==> src/rtl/i2c_sensor_target.sv <==
// I2C target exposing two config registers, a conversion-done status flag and a
// coherent RGB sample snapshot through an auto-incrementing register pointer.
module i2c_sensor_target #(
    parameter logic [6:0] DEVICE_ADDR = 7'h44
) (
    input  logic        i_clk,
    input  logic        i_rst_n,
    input  logic        i_scl,
    input  logic        i_sda,
    output logic        o_sda_oe,
    input  logic [15:0] i_green,
    input  logic [15:0] i_red,
    input  logic [15:0] i_blue,
    input  logic        i_data_valid,
    output logic [7:0]  o_config1,
    output logic [7:0]  o_config2,
    output logic        o_busy
);

    typedef enum logic [3:0] {
        IDLE, ADDR, ADDR_ACK, PTR, PTR_ACK, WDATA, WDATA_ACK, RDATA, RACK, IGNORE
    } state_t;

    state_t      state;
    logic [1:0]  scl_sync, sda_sync;
    logic        scl_prev, sda_prev;
    logic        scl, sda;
    logic        scl_rise, scl_fall, start_det, stop_det;

    logic [3:0]  bit_cnt;
    logic [7:0]  shift_reg;
    logic [7:0]  tx_byte;
    logic [7:0]  ptr;
    logic        rw_q;
    logic        ack_q;
    logic        nacked;
    logic        rd_lock;
    logic        status_done;
    logic [15:0] green_q, red_q, blue_q;
    logic [15:0] green_p, red_p, blue_p;
    logic        pend_valid;

    logic [7:0]  rd_byte;
    logic        tx_load;
    logic        byte_in;
    logic        shifting;

    always_ff @(posedge i_clk or negedge i_rst_n) begin
        if (!i_rst_n) begin
            scl_sync <= '1;
            sda_sync <= '1;
            scl_prev <= 1'b1;
            sda_prev <= 1'b1;
        end else begin
            scl_sync <= {scl_sync[0], i_scl};
            sda_sync <= {sda_sync[0], i_sda};
            scl_prev <= scl_sync[1];
            sda_prev <= sda_sync[1];
        end
    end

    assign scl       = scl_sync[1];
    assign sda       = sda_sync[1];
    assign scl_rise  = scl & ~scl_prev;
    assign scl_fall  = ~scl & scl_prev;
    assign start_det = scl & scl_prev & sda_prev & ~sda;
    assign stop_det  = scl & scl_prev & ~sda_prev & sda;

    always_comb begin
        rd_byte = '0;
        case (ptr)
            8'h01:   rd_byte = o_config1;
            8'h02:   rd_byte = o_config2;
            8'h08:   rd_byte = {6'b0, status_done, 1'b0};
            8'h09:   rd_byte = green_q[7:0];
            8'h0A:   rd_byte = green_q[15:8];
            8'h0B:   rd_byte = red_q[7:0];
            8'h0C:   rd_byte = red_q[15:8];
            8'h0D:   rd_byte = blue_q[7:0];
            8'h0E:   rd_byte = blue_q[15:8];
            default: rd_byte = '0;
        endcase
    end

    // A byte is fetched for transmission right after the address ACK of a read
    // and after every master ACK; the status flag clears on that fetch.
    assign tx_load  = scl_fall && ((state == ADDR_ACK && rw_q) || (state == RACK && !ack_q));
    assign byte_in  = scl_fall && (bit_cnt == 4'd8);
    assign shifting = (state == ADDR) || (state == PTR) || (state == WDATA);
    assign o_busy   = (state != IDLE) && (state != IGNORE);

    always_ff @(posedge i_clk or negedge i_rst_n) begin
        if (!i_rst_n) begin
            state       <= IDLE;
            o_sda_oe    <= 1'b0;
            o_config1   <= '0;
            o_config2   <= '0;
            bit_cnt     <= '0;
            shift_reg   <= '0;
            tx_byte     <= '0;
            ptr         <= '0;
            rw_q        <= 1'b0;
            ack_q       <= 1'b1;
            nacked      <= 1'b0;
            rd_lock     <= 1'b0;
            status_done <= 1'b0;
            green_q     <= '0;
            red_q       <= '0;
            blue_q      <= '0;
            green_p     <= '0;
            red_p       <= '0;
            blue_p      <= '0;
            pend_valid  <= 1'b0;
        end else begin
            if (i_data_valid)
                status_done <= 1'b1;
            else if (tx_load && ptr == 8'h08)
                status_done <= 1'b0;

            // Samples arriving during a read are parked and applied at STOP.
            if (i_data_valid && (!rd_lock || stop_det)) begin
                green_q    <= i_green;
                red_q      <= i_red;
                blue_q     <= i_blue;
                pend_valid <= 1'b0;
            end else if (i_data_valid) begin
                green_p    <= i_green;
                red_p      <= i_red;
                blue_p     <= i_blue;
                pend_valid <= 1'b1;
            end else if (stop_det && pend_valid) begin
                green_q    <= green_p;
                red_q      <= red_p;
                blue_q     <= blue_p;
                pend_valid <= 1'b0;
            end

            if (start_det) begin
                state    <= ADDR;
                bit_cnt  <= '0;
                o_sda_oe <= 1'b0;
                nacked   <= 1'b0;
            end else if (stop_det) begin
                state    <= IDLE;
                o_sda_oe <= 1'b0;
                rd_lock  <= 1'b0;
            end else begin
                if (shifting && scl_rise && bit_cnt != 4'd8) begin
                    shift_reg <= {shift_reg[6:0], sda};
                    bit_cnt   <= bit_cnt + 4'd1;
                end
                if (tx_load) begin
                    state    <= RDATA;
                    tx_byte  <= rd_byte;
                    o_sda_oe <= ~rd_byte[7];
                    ptr      <= ptr + 8'd1;
                    bit_cnt  <= '0;
                end else begin
                    case (state)
                        ADDR: begin
                            if (byte_in) begin
                                bit_cnt <= '0;
                                if (shift_reg[7:1] == DEVICE_ADDR) begin
                                    state    <= ADDR_ACK;
                                    o_sda_oe <= 1'b1;
                                    rw_q     <= shift_reg[0];
                                    if (shift_reg[0])
                                        rd_lock <= 1'b1;
                                end else begin
                                    state <= IGNORE;
                                end
                            end
                        end
                        ADDR_ACK: begin
                            if (scl_fall) begin
                                state    <= PTR;
                                o_sda_oe <= 1'b0;
                            end
                        end
                        PTR: begin
                            if (byte_in) begin
                                bit_cnt  <= '0;
                                ptr      <= shift_reg;
                                state    <= PTR_ACK;
                                o_sda_oe <= 1'b1;
                            end
                        end
                        WDATA: begin
                            if (byte_in) begin
                                bit_cnt <= '0;
                                if (ptr == 8'h01)
                                    o_config1 <= shift_reg;
                                else if (ptr == 8'h02)
                                    o_config2 <= shift_reg;
                                ptr      <= ptr + 8'd1;
                                state    <= WDATA_ACK;
                                o_sda_oe <= 1'b1;
                            end
                        end
                        PTR_ACK, WDATA_ACK: begin
                            if (scl_fall) begin
                                state    <= WDATA;
                                o_sda_oe <= 1'b0;
                            end
                        end
                        RDATA: begin
                            if (!nacked && scl_fall) begin
                                if (bit_cnt == 4'd7) begin
                                    state    <= RACK;
                                    o_sda_oe <= 1'b0;
                                    bit_cnt  <= '0;
                                end else begin
                                    bit_cnt  <= bit_cnt + 4'd1;
                                    o_sda_oe <= ~tx_byte[6];
                                    tx_byte  <= {tx_byte[6:0], 1'b0};
                                end
                            end
                        end
                        RACK: begin
                            if (scl_rise)
                                ack_q <= sda;
                            else if (scl_fall) begin
                                state  <= RDATA;
                                nacked <= 1'b1;
                            end
                        end
                        default: ;
                    endcase
                end
            end
        end
    end

endmodule

==> config.mk <==
export PLATFORM = sky130hd
export DESIGN_NAME = i2c_sensor_target
export DESIGN_NICKNAME = d
export VERILOG_FILES = /design/src/rtl/i2c_sensor_target.sv
export SDC_FILE = /design/constraint.sdc
export NUM_CORES = 1
export LEC_CHECK = 0
export ABC_AREA = 1
export BUFFER_PORTS_ARGS = -buffer_cell sky130_fd_sc_hd__buf_2
export CAP_MARGIN = 20
export CELL_PAD_IN_SITES_DETAIL_PLACEMENT = 1
export CELL_PAD_IN_SITES_GLOBAL_PLACEMENT = 1
export CORE_MARGIN = 2
export CORE_UTILIZATION = 44
export CTS_BUF_LIST = sky130_fd_sc_hd__clkbuf_16
export CTS_CLUSTER_SIZE = 16
export DETAILED_ROUTE_END_ITERATION = 8
export MAX_ROUTING_LAYER = met4
export PLACE_DENSITY = 0.87
export RECOVER_POWER = 100
export SLEW_MARGIN = 20
export SYNTH_ARGS = -nofsm -noshare
export SYNTH_HDL_FRONTEND = slang
export SYNTH_SLANG_ARGS = --single-unit
==> constraint.sdc <==
create_clock -name i_clk -period 2.25 [get_ports i_clk]
set_input_delay 0.1125 -clock i_clk [delete_from_list [all_inputs] [get_ports i_clk]]
set_output_delay 0.1125 -clock i_clk [all_outputs]
set_load 0.05 [all_outputs]
==> out/metrics.cfg <==
[power]
pwr-share-clk_pct=30.5
p_int_mw=5.43
pwr-share-comb_pct=29.3
switching_part_of_the_total_power_pct=37.3
power.share.sequential_pct=40.2
post-layout-total-power_mw=8.67
power_density_nw_per_um2=916
peakVddDrop_mv=0.634
power.net_switching_mw=3.24
standby_leakage_power_nw=4.76

[floorplanning]
floorplan.core_area_um2=17900
io_pins=71
die_w_um=139
area_of_the_die_um2=19200
fp.dieH_um=139
number_of_core_rows=49
effective_utilization_at_floorplan_pct=44.6

[logic_synthesis]
yosys_most_used_dff=dfrtp_1
synth_nets=1082
synth_compound_area_share_pct=8.18
netlist_area_um2=7980
synth_async_reset_ratio_pct=100
synth_top_cell_by_area=dfrtp_1
synth.most_common_cell=nand2_1
yosys.area.top_type_share_pct=46.7
largest_family_of_logic_cells_by_synthesized_area=simple AND/OR/NAND/NOR gates
share_of_synthesized_area_occupied_by_flip_flops_and_latches_pct=49.0
yosysWarnings=0
ys_top_cells_by_count=nand2_1, nand3_1, dfrtp_1
post_synthesis_register_bit_count=156
synth_adder_area_share_pct=0.941
synth_cells=1023
post_synth_mux_area_share_pct=0
post_synth_num_cell_types=38
synth.avg_cell_area_um2=7.80
edff_count_synth=0
synth_xor_xnor_area_share_pct=0.549
yosys-top-cells-area=dfrtp_1, nand2_1, nand3_1
area_share_of_and_or_nand_nor_cells_after_synthesis_pct=34.7

[global_routing]
grt_start_max_net_pins=78
grt_first_pass_wirelength_mm=43.5
grt_antenna_before_repair=0
first_global_vias=8250
track_usage_pct=29.3
globalRoute.totalOverflow=0

[sta]
max_clock_freq_ghz=0.471
min_period_ps=2120
final_max_slew_viol_count=0
setup-violations-final=0
holdWs_ps=139
worst_slew_slack_as_a_fraction_of_its_limit_pct=4.36
grt_setup_unrepaired=no
postLayoutSetupSlackWorst_ps=127
timing.setup.tns_ps=0
fin_crit_sh_pct=94.4
max_slew.worst_pin.slew_ps=1430
timing_hold_violations_final=0
worst_clock_skew_ps=6.34

[setup_path]
critPathSlowestCell=dfstp_2
rr_worst_depth=7
crit_chain=nand2_1, inv_1, nand3_2, nand2_1, clkbuf_4, nand3_1, o211ai_1
setup.worst_path.end_class=flop
worst_path_largest_cell_delay_ps=570
crit_path_max_fanout=49
worstPathRequired_ps=2590
critical_path.reg2reg.endpoint=blue_q[0]
worstPathArrival_ps=2460
critical_path.most_common_cell=nand2_1
ff2ff_setup_slack_ps=130
start_kind=flop
timing.rr.start=scl_sync[1]
timing.critical_path.max_delay_family=buffers and inverters
criticalPathCategory=reg2reg
cp.buffers_inverters=2

[route]
drt-total-wl_mm=26.4
avgViaCountPerCell=5.56
drtAntennaViolNets=0
routed-via-count=7643
detail_route.first_pass.iterations=5
post_drt_wl_per_cell_um=19.2
remaining_drc_errors=0
detail_route.iter0.violations=547

[cts]
cts-root-to-sink-buffers=2
cts_made_buffers=17
setup_bufs_post_cts=0
cts_tree=done
clock_latency_of_the_later_clocked_register_in_the_worst_skew_pair_ps=440
cts.htree.levels=4
path_clk_slew_ps=60
clock_sink_count=156
root_buffer=clkbuf_16

[layout]
fin_area_um2=9470
syn_to_final_growth_pct=18.7
share_of_final_layout_standard_cells_stronger_than_drive_strength_1_pct=12.2
multiInputGateArea_um2=3510
antenna_cells=0
seq_area_um2=3910
layout.filler_cells=2257
fin_nets=1191

[place]
port_buffers=70
placed_cell_area_um2=8540
place_worst_setup_slack_ps=184
post-dp-hpwl_mm=16.8
place_congestion=0.887

[worst_hold_path]
timing.hold.worst.class=in2reg
worst_hold_path.num_cells=3
origin_of_the_worst_min_delay_path=i_data_valid
holdPathEnd=green_q[12]

[outcome]
outcome=finished, final reports clean

[run]
max_cap_violations=0

## layer usage
layer | wire (um) | GRT usage, %
met5 | 0 | -
met4 | 801 | 10.8
met3 | 1170 | 5.39
met2 | 13100 | 48.1
met1 | 11300 | 36.4
## power groups by stage
stage / combinational, mW / sequential, mW / clock [mW]
3_5_place_dp: 2.48 / 3.52 / 0
4_1_cts: 2.57 / 3.48 / 2.68
6_report: 2.54 / 3.49 / 2.64
2_1_floorplan: 1.84 / 3.44 / 0
3_3_place_gp: 2.40 / 3.49 / 0
5_1_grt: 2.88 / 3.53 / 2.79
## area by class of cell
| cell class | instances | area share [%] |
|---|---|---|
| flip-flops and latches | 156 | 41.3 |
| multi-input cells | 745 | 37.0 |
| repair buffers | 136 | 10.1 |
| clock buffers | 17 | 4.49 |
| inverters | 76 | 3.06 |
| well taps | 229 | 3.03 |
| clock inverters | 15 | 1.02 |
## worst max path at each step
stage                           start            to  slack, ps  depth (start not counted)
final                     scl_sync[1]     blue_q[0]        130                          7
after global routing          i_rst_n     blue_q[4]         20                          3
after CTS                    sda_prev     red_q[15]        150                          7
after detailed placement  scl_sync[1]      red_q[8]        180                          9
after global placement    scl_sync[1]     blue_q[4]        290                          9
after floorplan                ptr[0]  o_config2[4]        570                          8
## stage by stage
| stage | cells | util (%) |
|---|---|---|
| 3_3_place_gp | 1291 | 47.7 |
| 6_report | 1374 | 52.9 |
| 5_1_grt | 1374 | 52.9 |
| 2_1_floorplan | 1023 | - |
| 3_5_place_dp | 1291 | 47.7 |
| 4_1_cts | 1374 | 53.5 |
## worst reg2reg max path, stage by stage, from the launching register on
cell and delay [ps]:
dfstp_2 570, nand2_1 60, inv_1 90, nand3_2 200, nand2_1 170, clkbuf_4 540
nand3_1 240, o211ai_1 160
## what timing repair did
action | 4_1_cts | 5_1_grt
endpoints found under the hold margin | 145 | 0
hold buffers | 51 | 0
resized for setup | 0 | 5
endpoints found under the setup margin | 0 | 5
## cell usage in the layout, fill, tap and decap left out, types with 2 or more instances in the layout
cell type and n:
a21oi_1 15, nand2_1 339, clkinvlp_4 3, ha_1 6
nand3_1 197, dfrtp_1 149, o211ai_1 24, clkbuf_1 20
nand3b_1 2, inv_2 10, o21ai_0 44, nand3_2 4
clkbuf_4 4, o21ai_1 13, nor2_2 10, nand4_1 5
o21ai_2 2, xor2_1 3, buf_2 51, nand2_4 2
clkinv_1 4, dfstp_2 6, clkinv_2 2, dlygate4sd3_1 51
inv_1 69, inv_4 2, buf_4 5, nor2_1 50
xnor2_1 2, nor2_4 4, o22ai_1 4, nor3_1 3
clkbuf_16 17, nand2_2 8, clkbuf_2 3
## logic make-up after synthesis
kind of cell	Yosys count
xor+xnor	5
flops	156
fa+ha+maj	6
simple gates	627
buf+inv	122
compound gates	107
No activity file was read; power rests on OpenSTA's default activity.
